### src/rtl/m_unit_sequencer_pkg.sv
// Shared encodings for the RV32M sequencer: FSM states, func3 op selects and a sign helper.
package m_unit_sequencer_pkg;

  typedef enum logic [1:0] {
    ST_IDLE = 2'd0,
    ST_CALC = 2'd1,
    ST_DONE = 2'd2
  } state_e;

  localparam logic [2:0] F3_MUL    = 3'd0;
  localparam logic [2:0] F3_MULH   = 3'd1;
  localparam logic [2:0] F3_MULHSU = 3'd2;
  localparam logic [2:0] F3_MULHU  = 3'd3;
  localparam logic [2:0] F3_DIV    = 3'd4;
  localparam logic [2:0] F3_DIVU   = 3'd5;
  localparam logic [2:0] F3_REM    = 3'd6;
  localparam logic [2:0] F3_REMU   = 3'd7;

  localparam logic [5:0] CNT_LAST = 6'd31;

  // Two's-complement negate when neg is set; used for magnitudes and sign fixups.
  function automatic logic [31:0] neg_if(input logic neg, input logic [31:0] v);
    return neg ? -v : v;
  endfunction

endpackage

### src/rtl/m_unit_sequencer_muldiv_iter_core.sv
// Iterative datapath: one shift-add multiply step or one restoring-divide step per step_en.
module muldiv_iter_core #(
  parameter int XLEN = 32
) (
  input  logic            clk,
  input  logic            rst_n,
  input  logic            load,
  input  logic            step_en,
  input  logic            is_div,
  input  logic [XLEN-1:0] a_in,
  input  logic [XLEN-1:0] b_in,
  output logic [XLEN-1:0] hi_d,
  output logic [XLEN-1:0] lo_d
);

  logic [XLEN-1:0] hi_q, lo_q, opnd_q, opnd_d;
  logic [XLEN:0]   sum, shifted, diff;

  // Multiply: {hi,lo} is the 64-bit product/multiplier shifter; divide: hi is the
  // partial remainder and lo shifts the dividend out while the quotient shifts in.
  always_comb begin
    hi_d    = hi_q;
    lo_d    = lo_q;
    opnd_d  = opnd_q;
    sum     = '0;
    shifted = '0;
    diff    = '0;
    if (load) begin
      hi_d   = '0;
      lo_d   = a_in;
      opnd_d = b_in;
    end else if (step_en) begin
      if (is_div) begin
        shifted = {hi_q, lo_q[XLEN-1]};
        diff    = shifted - {1'b0, opnd_q};
        if (!diff[XLEN]) begin
          hi_d = diff[XLEN-1:0];
          lo_d = {lo_q[XLEN-2:0], 1'b1};
        end else begin
          hi_d = shifted[XLEN-1:0];
          lo_d = {lo_q[XLEN-2:0], 1'b0};
        end
      end else begin
        sum  = {1'b0, hi_q} + (lo_q[0] ? {1'b0, opnd_q} : '0);
        hi_d = sum[XLEN:1];
        lo_d = {sum[0], lo_q[XLEN-1:1]};
      end
    end
  end

  always_ff @(posedge clk) begin
    if (!rst_n) begin
      hi_q   <= '0;
      lo_q   <= '0;
      opnd_q <= '0;
    end else begin
      hi_q   <= hi_d;
      lo_q   <= lo_d;
      opnd_q <= opnd_d;
    end
  end

endmodule

### src/rtl/m_unit_sequencer.sv
// RV32M multi-cycle sequencer: FSM, fast-path detection, sign handling and writeback outputs.
module m_unit_sequencer
  import m_unit_sequencer_pkg::*;
#(
  parameter int XLEN = 32
) (
  input  logic            clk,
  input  logic            rst_n,
  input  logic            start,
  input  logic [2:0]      func3,
  input  logic [XLEN-1:0] op1,
  input  logic [XLEN-1:0] op2,
  input  logic [4:0]      rd,
  input  logic            pipeline_flush,
  output logic            stall,
  output logic            done,
  output logic [XLEN-1:0] result,
  output logic [4:0]      wb_rd,
  output logic            wb_reg_file
);

  localparam logic [XLEN-1:0] INT_MIN = {1'b1, {(XLEN-1){1'b0}}};

  state_e          state_q, state_d;
  logic [5:0]      cnt_q, cnt_d;
  logic [2:0]      func3_q, func3_d;
  logic [4:0]      rd_q, rd_d, wb_rd_q, wb_rd_d;
  logic            neg_res_q, neg_res_d, neg_rem_q, neg_rem_d;
  logic [XLEN-1:0] result_q, result_d;
  logic            core_load, core_step;
  logic [XLEN-1:0] core_hi_d, core_lo_d;
  logic            op1_signed, op2_signed, sgn1, sgn2, div_zero, div_ovf;
  logic [XLEN-1:0] mag1, mag2, fast_res, final_res;
  logic [2*XLEN-1:0] prod, prod_fix;

  always_comb begin : decode
    op1_signed = (func3 != F3_MULHU) && (func3 != F3_DIVU) && (func3 != F3_REMU);
    op2_signed = (func3 == F3_MUL) || (func3 == F3_MULH) || (func3 == F3_DIV) || (func3 == F3_REM);
    sgn1       = op1_signed & op1[XLEN-1];
    sgn2       = op2_signed & op2[XLEN-1];
    mag1       = neg_if(sgn1, op1);
    mag2       = neg_if(sgn2, op2);
    div_zero   = func3[2] & (op2 == '0);
    div_ovf    = ((func3 == F3_DIV) || (func3 == F3_REM)) && (op1 == INT_MIN) && (op2 == '1);
    // func3[1] separates REM/REMU from DIV/DIVU.
    if (div_zero) fast_res = func3[1] ? op1 : '1;
    else          fast_res = func3[1] ? '0 : INT_MIN;
  end

  always_comb begin : fixup
    prod     = {core_hi_d, core_lo_d};
    prod_fix = neg_res_q ? -prod : prod;
    if (func3_q[2])
      final_res = func3_q[1] ? neg_if(neg_rem_q, core_hi_d) : neg_if(neg_res_q, core_lo_d);
    else
      final_res = (func3_q == F3_MUL) ? prod_fix[XLEN-1:0] : prod_fix[2*XLEN-1:XLEN];
  end

  always_comb begin : fsm
    state_d   = state_q;
    cnt_d     = cnt_q;
    func3_d   = func3_q;
    rd_d      = rd_q;
    neg_res_d = neg_res_q;
    neg_rem_d = neg_rem_q;
    result_d  = result_q;
    wb_rd_d   = wb_rd_q;
    core_load = 1'b0;
    core_step = 1'b0;
    case (state_q)
      ST_IDLE: begin
        if (start && !pipeline_flush) begin
          func3_d   = func3;
          rd_d      = rd;
          neg_res_d = sgn1 ^ sgn2;
          neg_rem_d = sgn1;
          cnt_d     = '0;
          if (div_zero || div_ovf) begin
            result_d = fast_res;
            wb_rd_d  = rd;
            state_d  = ST_DONE;
          end else begin
            core_load = 1'b1;
            state_d   = ST_CALC;
          end
        end
      end
      ST_CALC: begin
        if (pipeline_flush) begin
          state_d = ST_IDLE;
        end else begin
          core_step = 1'b1;
          cnt_d     = cnt_q + 6'd1;
          // Last iteration: capture the fixed-up result so it is valid in the DONE cycle.
          if (cnt_q == CNT_LAST) begin
            result_d = final_res;
            wb_rd_d  = rd_q;
            state_d  = ST_DONE;
          end
        end
      end
      ST_DONE: state_d = ST_IDLE;
      default: state_d = ST_IDLE;
    endcase
  end

  always_ff @(posedge clk) begin
    if (!rst_n) begin
      state_q   <= ST_IDLE;
      cnt_q     <= '0;
      func3_q   <= '0;
      rd_q      <= '0;
      neg_res_q <= 1'b0;
      neg_rem_q <= 1'b0;
      result_q  <= '0;
      wb_rd_q   <= '0;
    end else begin
      state_q   <= state_d;
      cnt_q     <= cnt_d;
      func3_q   <= func3_d;
      rd_q      <= rd_d;
      neg_res_q <= neg_res_d;
      neg_rem_q <= neg_rem_d;
      result_q  <= result_d;
      wb_rd_q   <= wb_rd_d;
    end
  end

  muldiv_iter_core #(.XLEN(XLEN)) u_core (
    .clk     (clk),
    .rst_n   (rst_n),
    .load    (core_load),
    .step_en (core_step),
    .is_div  (func3_q[2]),
    .a_in    (mag1),
    .b_in    (mag2),
    .hi_d    (core_hi_d),
    .lo_d    (core_lo_d)
  );

  assign stall       = rst_n & (((state_q == ST_IDLE) & start & ~pipeline_flush) | (state_q == ST_CALC));
  assign done        = rst_n & (state_q == ST_DONE) & ~pipeline_flush;
  assign result      = result_q;
  assign wb_rd       = wb_rd_q;
  assign wb_reg_file = done & (wb_rd_q != 5'd0);

endmodule

### config.mk
export PLATFORM = sky130hd
export DESIGN_NAME = m_unit_sequencer
export DESIGN_NICKNAME = d
export VERILOG_FILES = /design/src/rtl/m_unit_sequencer_pkg.sv /design/src/rtl/m_unit_sequencer_muldiv_iter_core.sv /design/src/rtl/m_unit_sequencer.sv
export SDC_FILE = /design/constraint.sdc
export NUM_CORES = 1
export LEC_CHECK = 0
export CORE_MARGIN = 2
export CORE_UTILIZATION = 41
export DETAILED_ROUTE_END_ITERATION = 12
export PLACE_DENSITY_LB_ADDON = 0.25
export SYNTH_ARGS = -nofsm -noshare
export SYNTH_HDL_FRONTEND = slang
export SYNTH_SLANG_ARGS = --single-unit
### constraint.sdc
create_clock -name clk -period 6.4 [get_ports clk]
set_input_delay 0.64 -clock clk [delete_from_list [all_inputs] [get_ports clk]]
set_output_delay 0.64 -clock clk [all_outputs]
set_load 0.02 [all_outputs]
==> impl_metrics.toml <==
[setup_path]
crit_path_max_incr_delay_ns = 0.68
reg2reg_from = "u_core.opnd_q[17]"
crit_top_cell = "buf_4"
worst_ep_required_time_ns = 6.78
setup.reg_to_reg.worst_slack_ns = 0.47
critical_path_sink_type = "register"
slowest_stage = "a211oi_1"
crit_path_cell_trace = "inv_1, ha_1, a21oi_1, o21ai_1, a211o_1, a211oi_1, a21oi_2, buf_4, nor2_1, buf_4, o221ai_1, a2111oi_2, buf_4, nand4_1, or2_2, nor4_1, o211ai_1, a31oi_1"
crit_path_start_kind = "register"
timing.critical_path.fanout_max = 11
setup.worst_path.class = "register to register"
r2r_end = "result[29]"
cp_data_arrival_time_ns = 6.32
worst_r2r_path_depth = 18

[yosys]
yosysTopAreaCellShare = 0.176
synthCells = 2448
yosysMostFrequentCell = "nor2_1"
synth-simple-area-share = 0.261
synth-adder-area-share = 0.0532
yosysUniqueCellTypes = 97
postSynth.topFlopCell = "dfxtp_1"
synth.net_count = 2596
synth_enable_flop_cells = 0
yosys.area.top_type = "dfxtp_1"
yosys-mux-area-fraction = 0.0354
xor_xnor_share_of_the_synthesized_area = 0.0840
synthesis.area_mm2 = 0.0172
sequential_area_share_after_synthesis = 0.176
synthTopCellsByArea = "dfxtp_1 18%, o21ai_0 6.2%, nor2_1 5.5%"
synth_common_cells = "251 x nor2_1, 213 x o21ai_0, 211 x nand2_1"
synth-warning-count = 0
synth-seq-cells = 151
avgSynthCellArea_um2 = 7.03
main_combinational_cell_family_by_area_after_synthesis = "compound AO/OA/AOI/OAI gates"
complex_gate_fraction_of_the_synthesized_area = 0.333
synth_async_sr_flop_share = 0

[routing]
antenna_left = 0
route.final.wire_length_um = 80100
wl_per_cell_um = 26.0
drt_iter0_drc = 2529
vias = 20400
detail_route.first_pass.iterations = 8
avg_vias_per_cell = 6.60
drc = 0

[clock_tree]
tritoncts = "done"
cts.root.buffer_cell = "clkbuf_16"
post_cts_setup_buffer_count = 0
cts_num_sinks = 151
cts.htree.levels = 4
cts_made_buffers = 17
clk_latency_ns = 0.48
cts_hold_repair.buffers = 0
cts_max_path_buffers = 2
clk_transition_reported_paths_ns = 0.07
cts-resized-gates = 0

[place]
hpwlAfterDp_um = 63100
port_buffers = 115
placement.setup.worst_slack_ns = 0.202
place_congestion = 1.01

[sta]
fin_hold_ws_ns = 0.458
hold_viol = 0
period_needed_ns = 5.93
worst_slack_ns = 0.469
worst_slew_pin_tran_ns = 1.41
grt_setup_unrepaired = "no"
slew_violations = 0
timing.final.crit_share = 0.927
fin_worst_skew_ns = 0.0196
slew-limit-headroom = 0.0608
setup_viol = 0
clock.fmax_mhz = 169
totalNegativeSetupSlack_ns = 0

[worst_hold_path]
worst_hold_stages = 2
timing.hold.worst.start = "rd_q[1]"
worst_hold_path_type = "register to register"
hold_end = "rd_q[1]"

[global_routing]
grt.overflow.total = 0
first_global_vias = 18900
antenna_violations_before_repair = 2
grt_util_all_layers = 0.359
grt_start_max_net_pins = 72
grt_pass1_wl_um = 119000

[cells_and_area]
final_nets = 2683
synthToLayoutAreaGrowth_pct = 16.0
multiInputGateArea_mm2 = 0.0132
filler_cell_count = 4339
sequential_standard_cell_area_mm2 = 0.00303
drive_gt1_frac = 0.0930

[pwr]
power_density_mw_per_mm2 = 175
vdd_drop_max_v = 0.000220
power.leakage_nw = 7.32

[die]
core.rowCount = 75
design.die.area_mm2 = 0.0436
start_util = 0.413
ios = 116
placeableCoreArea_mm2 = 0.0417
die_width_um = 209
die_h_um = 209

[status]
run_status = "finished, final reports clean"

[run]
total_of_max_cap_violations = 0
[worst max path at each step]
stage / startpoint / endpoint / cells past startpoint
after floorplan: op1[0] / result[28] / 26
after global placement: op2[0] / result[28] / 21
after detailed placement: op2[0] / result[28] / 21
after CTS: u_core.opnd_q[17] / result[29] / 18
after global routing: u_core.opnd_q[29] / result[28] / 20
final: u_core.opnd_q[17] / result[29] / 18
[per-stage QoR]
step                cells  area, um2  utilization  total power, mW
finish               3088      20000        0.479             3.49
global route         3087      19900        0.479             3.63
CTS                  3087      19900        0.479             3.46
detailed placement   3055      19300        0.464             2.39
global placement     3055      19300        0.464             2.38
floorplan            2448      17200            -             1.87
[registers in the layout (all words and copies together), names as in the netlist, 2 cells and up]
name and flops:
func3_q 3, u_core.opnd_q 32, wb_rd 5, u_core.lo_q 32
rd_q 5, result 32, cnt_q 6, state_q 2
u_core.hi_q 32
[layer usage]
layer	vias to the layer above	GRT usage	share of wire
met5	-	0	0.00014
met1	9732	0.500	0.42
met4	2	0.139	0.043
met2	1121	0.548	0.43
met3	180	0.0660	0.11
li1	9342	-	-
[area by class of cell]
cell class	count	share of cell area
antenna	1	0.000125
clock buffer	17	0.0213
clock inverter	15	0.00884
inverter	72	0.0136
multi-input combinational	2043	0.662
sequential	151	0.152
tap	539	0.0338
timing repair buffer	250	0.108
[cell usage in the layout (no fill, tap or decap), types with 71 or more instances in the layout]
cell / instances
nand2_1: 211
and2_1: 82
buf_4: 135
dfxtp_1: 149
xnor2_1: 87
xor2_1: 78
clkdlybuf4s50_1: 114
nor3_1: 72
inv_1: 71
a21oi_1: 173
o21ai_0: 213
nor2_1: 251
[critical path: cells and delay by family, from the launching register on]
family	cells	cell delay, ns
AOI/OAI and AO/OA	9	2.64
DFF	1	0.47
and+or+nand+nor	4	1.43
buffers and inverters	4	0.86
adders and majority gates	1	0.43
[power breakdown]
group / switching (mW) / internal, mW / total [mW]
clock: 0.510 / 0.560 / 1.07
sequential: 0.0589 / 0.978 / 1.04
combinational: 0.904 / 0.482 / 1.39
total: 1.47 / 2.02 / 3.49
[cells by family after synthesis]
| family | count (synthesis) |
|---|---|
| DFF | 151 |
| adders and majority gates | 72 |
| AOI/OAI and AO/OA | 856 |
| xor gates and xnor gates | 165 |
| buffers and inverters | 254 |
| muxes | 60 |
| and+or+nand+nor | 890 |
Note: power is estimated with default switching activity, not from simulation.
